$ cat config.mk
export PLATFORM = sky130hd
export DESIGN_NAME = mac_wide_mult_sequencer
export DESIGN_NICKNAME = d
export VERILOG_FILES = /design/src/rtl/mac_wide_mult_sequencer.sv
export SDC_FILE = /design/constraint.sdc
export NUM_CORES = 2
export LEC_CHECK = 0
export CAP_MARGIN = 10
export CORE_UTILIZATION = 55
export CTS_CLUSTER_SIZE = 40
export DETAILED_ROUTE_END_ITERATION = 16
export DONT_BUFFER_PORTS = 1
export HOLD_SLACK_MARGIN = 0.1
export PLACE_DENSITY = 0.8
export SYNTH_ARGS = -nofsm -noshare
export SYNTH_HDL_FRONTEND = slang
export SYNTH_SLANG_ARGS = --single-unit
$ cat constraint.sdc
create_clock -name clk -period 4.1 [get_ports clk]
set_input_delay 0.41 -clock clk [delete_from_list [all_inputs] [get_ports clk]]
set_output_delay 0.41 -clock clk [all_outputs]
set_load 0.03 [all_outputs]
$ cat src/rtl/mac_wide_mult_sequencer.sv
// Drives one 54x36 SIMD multiplier: four accumulated passes for a 108x72 wide
// product, or a single forwarded pass for the SIMD modes.
module mac_wide_mult_sequencer #(
    parameter int unsigned MUL_LATENCY = 0
) (
    input  logic         clk,
    input  logic         reset,
    input  logic         in_valid,
    output logic         in_ready,
    input  logic [1:0]   op_mode,
    input  logic [107:0] a,
    input  logic [107:0] b,
    input  logic         a_sign,
    input  logic         b_sign,
    output logic         out_valid,
    input  logic         out_ready,
    output logic [179:0] product,
    output logic [15:0]  sidm_carry,
    output logic [107:0] mul_a,
    output logic [107:0] mul_b,
    output logic         mul_a_sign,
    output logic         mul_b_sign,
    output logic [1:0]   mul_mode,
    input  logic [89:0]  mul_result_0,
    input  logic [89:0]  mul_result_1,
    input  logic [15:0]  mul_carry
);

    localparam int unsigned PW = 180;
    localparam int unsigned RW = 90;

    typedef enum logic [1:0] {IDLE, RUN, DONE} state_t;

    state_t         state;
    logic [1:0]     pass;
    logic [1:0]     wait_cnt;
    logic [107:0]   a_q;
    logic [107:0]   b_q;
    logic           a_sign_q;
    logic           b_sign_q;
    logic [1:0]     mode_q;
    logic [PW-1:0]  acc;
    logic [PW-1:0]  term_ext;
    logic [PW-1:0]  acc_sum;

    assign in_ready = (state == IDLE) && !reset;

    // Pass p selects the A half with p[0] and the B half with p[1]
    function automatic logic [107:0] wide_a(input logic [1:0] p, input logic [107:0] av);
        return {54'b0, p[0] ? av[107:54] : av[53:0]};
    endfunction

    function automatic logic [107:0] wide_b(input logic [1:0] p, input logic [71:0] bv);
        return {72'b0, p[1] ? bv[71:36] : bv[35:0]};
    endfunction

    // Partial product extended and weighted by its pass position
    always_comb begin
        term_ext = {{(PW-RW){(mul_a_sign | mul_b_sign) & mul_result_0[RW-1]}}, mul_result_0};
        acc_sum  = acc;
        case (pass)
            2'd0:    acc_sum = acc + term_ext;
            2'd1:    acc_sum = acc + (term_ext << 54);
            2'd2:    acc_sum = acc + (term_ext << 36);
            default: acc_sum = acc + (term_ext << 90);
        endcase
    end

    always_ff @(posedge clk) begin
        if (reset) begin
            state      <= IDLE;
            pass       <= 2'd0;
            wait_cnt   <= 2'd0;
            a_q        <= '0;
            b_q        <= '0;
            a_sign_q   <= 1'b0;
            b_sign_q   <= 1'b0;
            mode_q     <= 2'b00;
            acc        <= '0;
            product    <= '0;
            sidm_carry <= '0;
            out_valid  <= 1'b0;
            mul_a      <= '0;
            mul_b      <= '0;
            mul_a_sign <= 1'b0;
            mul_b_sign <= 1'b0;
            mul_mode   <= 2'b00;
        end else begin
            case (state)
                IDLE: begin
                    if (in_valid) begin
                        a_q      <= a;
                        b_q      <= b;
                        a_sign_q <= a_sign;
                        b_sign_q <= b_sign;
                        mode_q   <= op_mode;
                        acc      <= '0;
                        pass     <= 2'd0;
                        wait_cnt <= 2'(MUL_LATENCY);
                        state    <= RUN;
                        if (op_mode == 2'b00) begin
                            mul_a      <= wide_a(2'd0, a);
                            mul_b      <= wide_b(2'd0, b[71:0]);
                            mul_a_sign <= 1'b0;
                            mul_b_sign <= 1'b0;
                            mul_mode   <= 2'b00;
                        end else begin
                            mul_a      <= a;
                            mul_b      <= b;
                            mul_a_sign <= a_sign;
                            mul_b_sign <= b_sign;
                            mul_mode   <= op_mode;
                        end
                    end
                end
                RUN: begin
                    if (wait_cnt != 2'd0) begin
                        wait_cnt <= wait_cnt - 2'd1;
                    end else if (mode_q != 2'b00 || pass == 2'd3) begin
                        if (mode_q != 2'b00) begin
                            product    <= {mul_result_1, mul_result_0};
                            sidm_carry <= mul_carry;
                        end else begin
                            product    <= acc_sum;
                            sidm_carry <= '0;
                        end
                        out_valid  <= 1'b1;
                        state      <= DONE;
                        mul_a      <= '0;
                        mul_b      <= '0;
                        mul_a_sign <= 1'b0;
                        mul_b_sign <= 1'b0;
                        mul_mode   <= 2'b00;
                    end else begin
                        acc        <= acc_sum;
                        pass       <= pass + 2'd1;
                        wait_cnt   <= 2'(MUL_LATENCY);
                        mul_a      <= wide_a(pass + 2'd1, a_q);
                        mul_b      <= wide_b(pass + 2'd1, b_q[71:0]);
                        mul_a_sign <= (pass[0] == 1'b0) & a_sign_q;
                        mul_b_sign <= (pass == 2'd1 || pass == 2'd2) & b_sign_q;
                    end
                end
                DONE: begin
                    if (out_ready) begin
                        out_valid <= 1'b0;
                        state     <= IDLE;
                    end
                end
                default: state <= IDLE;
            endcase
        end
    end

endmodule

==> results of run 1 <==
per-layer routing:
metal / track usage / overflow
met1: 0.821 / 54
met2: 0.969 / 626
met3: 0.683 / 62
met4: 0.859 / 289
met5: 0.367 / 4
per-stage QoR:
step	setup TNS [ns]	util	hold slack (ns)
floorplan	0	-	0.436
global placement	-46.73	0.675	0.436
detailed placement	-53.14	0.675	0.443
CTS	-0.203	0.774	0.101
what timing repair did:
action                     in CTS
hold endpoints to repair      687
setup endpoints to repair     126
pin swaps                     118
hold buffers                  646
gates cloned                    0
resized for setup             319
setup buffers                  35
cell families after synthesis:
logic type / synth area share
AO/OA/AOI/OAI: 0.320
adder cells (fa/ha/maj): 0.0716
buffers and inverters: 0.0519
multiplexers: 0.0227
XOR/XNOR: 0.0720
AND/OR/NAND/NOR: 0.220
flip-flops: 0.242
==> flow_summary.ini, run 1 <==
[run_status]
status = aborted with a tool error
haltStage = global routing
error_message = [ERROR GRT-0116] Global routing finished with congestion. Check the congestion regions in the DRC Viewer.

[global_routing]
grtUsageTotal = 0.825
overflow = 1035
grt_pass1_wl_um = 733000
grt_pass1_vias = 99100
grt_max_degree = 274

[logic_synthesis]
synthArstFlopShare = 0
synth_ff_type = dfxtp_1
yosys.area.top_type = dfxtp_1
yosys.cell_count.top_type = nand2_1
synthTopCellsByArea = dfxtp_1 24%, a21oi_1 8.6%, ha_1 7.0%
ys_warn_count = 0
synth.avg_cell_area_um2 = 7.05
synth_edf_count = 0
synthDistinctLibCells = 97
ys_ff_latch = 787
ys_seq_area_frac = 0.242
syn_area_mm2 = 0.0650
synth_top_cells_by_count = 1177 x nand2_1, 1119 x a21oi_1, 928 x nor2_1
syn_inst = 9229
syn-num-nets = 10000
synth_top_area_share = 0.242

[clock_tree]
cts_buffers = 86
htreeDepth = 3
clock_path_buffers = 3
clock-sinks = 787
cts-root-buf = clkbuf_16

[placement]
io_buffers = 0
dpl.hpwl_um = 308000
post-place-ws_ns = -1.19
place_area_mm2 = 0.0788
dpl.cell_count = 11900
place_congestion = 1.26

[floorplan]
ios = 838
start_util = 0.557
die_x_um = 346
rows = 125
die_y_um = 346
==> run 2, diff against run 1 <==
Settings changed: CORE_UTILIZATION 55 to 40, CTS_CLUSTER_SIZE 40 to unset, HOLD_SLACK_MARGIN 0.1 to unset, PLACE_DENSITY 0.8 to unset, PLACE_DENSITY_LB_ADDON set to 0.15.
Clock period 4.1 ns to 5.33 ns, I/O delays scaled along.
==> flow_summary.ini, run 2 <==
[run_status]
status = complete, but fails checks
violations = slew limit

[flow_run]
drv.max_cap_violation_count = 0

[global_routing]
grt_pass1_vias = 72400
met3_usage = 0.236
grt.met1_usage = 0.616
overflow = 0
grtUsageTotal = 0.489
grt_pass1_wl_um = 571000
grt_use_met2 = 0.654
grt_max_degree = 326
grt-busiest-layer = met2
antenna_found_initial = 103

[clock_tree]
cts_tree = built
cts-root-buf = clkbuf_16
path_clk_slew_ns = 0.06
clock-sinks = 787
htreeDepth = 3
cts_buffers = 95
cts_setup_buffers = 0
clock_latency_ns = 0.79
clock_path_buffers = 3

[drt]
viasPerCell = 6.90
drc = 0
drt_iter0_markers = 12800
wire_per_inst_um = 36.1
wirelength_um = 424000
vias = 81100
postRouteAntennaNets = 0
firstDrtPassIters = 9

[logic_synthesis]
synth_ff_type = dfxtp_1
yosys.area.top_type = dfxtp_1
synth.avg_cell_area_um2 = 7.05
syn_area_mm2 = 0.0650
synthArstFlopShare = 0
syn_inst = 9229
ys_warn_count = 0
synth_top_area_share = 0.242
syn-num-nets = 10000
synthDistinctLibCells = 97
ys_seq_area_frac = 0.242
yosys.cell_count.top_type = nand2_1
synth_top_cells_by_count = 1177 x nand2_1, 1119 x a21oi_1, 928 x nor2_1
synth_edf_count = 0
ys_ff_latch = 787
synthTopCellsByArea = dfxtp_1 24%, a21oi_1 8.6%, ha_1 7.0%

[sta]
worstMarginPinSlew_ns = 2.51
finalCriticalPeriod_ns = 5.26
final_hold_viol_count = 0
setup_slack_ns = 0.0745
rsz0062_at_grt = no
slew-limit-headroom = -0.672
setup_viol = 0
drv_slew = 235
finClkSkew_ns = 0.0611
fin_crit_sh = 0.986
fin_setup_tns_ns = 0
whs_ns = 0.0183
fmax_ghz = 0.190

[finish]
layout_common_cells = 1170 x nand2_1, 1118 x a21oi_1, 917 x nor2_1
area_growth_pct = 16.4
drive_gt1_frac = 0.0733
num-nets-final = 10200
top_regs = acc (180), product (180)
final_cells = 11800
fin_area_mm2 = 0.0757
final_common_cell = nand2_1

[placement]
post-place-ws_ns = -0.138
dpl.cell_count = 11100
place_area_mm2 = 0.0688
io_buffers = 0
dpl.hpwl_um = 325000
place_congestion = 1.13

[floorplan]
die_y_um = 405
die_x_um = 405
start_util = 0.404
dieArea_mm2 = 0.164
core_mm2 = 0.161
rows = 147
ios = 838

[setup_path]
critPathMaxFanout = 3
worst-endpoint-required_ns = 6.02
worstSetupPathType = flip-flop to flip-flop
cp-end-kind = flip-flop
cp-start-kind = flip-flop
critPathArrivalTime_ns = 5.95

[pwr]
power_leakage_nw = 29.2
worst_ir_drop_vdd_mv = 0.309
powerDensity_mw_per_mm2 = 302

[hold_path]
hold_class = input port to flip-flop
## run 2: cell counts after synthesis
Identical to the previous run, type by type.
## run 2: final cells by class
type / instances / area, um2
Antenna cell: 103 / 258
Tap cell: 2160 / 2700
Multi-Input combinational cell: 7552 / 46100
Clock inverter: 49 / 656
Inverter: 218 / 828
Fill cell: 16200 / 85200
Sequential cell: 787 / 15800
Timing Repair Buffer: 756 / 6710
Clock buffer: 127 / 2680
## run 2: cells by family after synthesis
group,after synthesis,share of synthesized area
compound gates,3321,0.320
simple gates,3179,0.220
buf+inv,890,0.0519
flops,787,0.242
xor+xnor,535,0.0720
fa+ha+maj,370,0.0716
mux,147,0.0227
## run 2: layer usage
layer	routed length, um	share of wire	up-vias
li1	-	-	34300
met1	164000	0.39	39000
met5	999	0.0024	-
met3	64800	0.15	1300
met4	30500	0.072	100
met2	164000	0.39	6322
## run 2: per-stage QoR
stage           util  power, mW
3_5_place_dp   0.428       15.0
6_report       0.471       22.9
3_3_place_gp   0.428       15.0
2_1_floorplan      -       11.9
4_1_cts        0.469       22.3
5_1_grt        0.470       23.3
## run 2: worst paths after layout
check / cells after the start / from / slack (ns) / to
setup / recovery: 19 / acc[36]$_SDFFE_PP0P_ / 0.07 / product[172]$_SDFFE_PP0P_
hold / removal: 2 / mul_result_1[53] / 0.02 / product[143]$_SDFFE_PP0P_
setup reg to reg: 19 / acc[36]$_SDFFE_PP0P_ / 0.07 / product[172]$_SDFFE_PP0P_
hold reg to reg: 2 / a_q[38]$_SDFFE_PP0P_ / 0.45 / a_q[38]$_SDFFE_PP0P_
## run 2: report_power, final
part / internal, mW / switching [mW]
combinational: 2.76 / 5.70
clock: 3.95 / 3.15
sequential: 6.29 / 1.01
total: 13.0 / 9.86
## run 2: timing repair
| item | CTS | global route |
|---|---|---|
| hold buffers | 325 | 0 |
| resized for setup | 0 | 6 |
| setup endpoints to repair | 0 | 24 |
| hold endpoints to repair | 473 | 0 |
## run 2: worst max-delay path, cell delays in order, from the launching register on
cell      delay (ns)
dfxtp_1         0.33
ha_1            0.19
fa_1            0.23
nand3_1         0.13
a211oi_2        0.69
o41ai_1         0.15
buf_4           0.18
o41ai_1         0.55
buf_4           0.20
nor3_1          0.10
o21ai_1         0.29
a41oi_1         0.30
o21ai_1         0.23
buf_4           0.16
a31oi_2         0.08
buf_4           0.19
o21ai_1         0.26
mux2_2          0.41
a31o_2          0.24
a211oi_1        0.24
No activity file was read; power rests on OpenSTA's default activity.
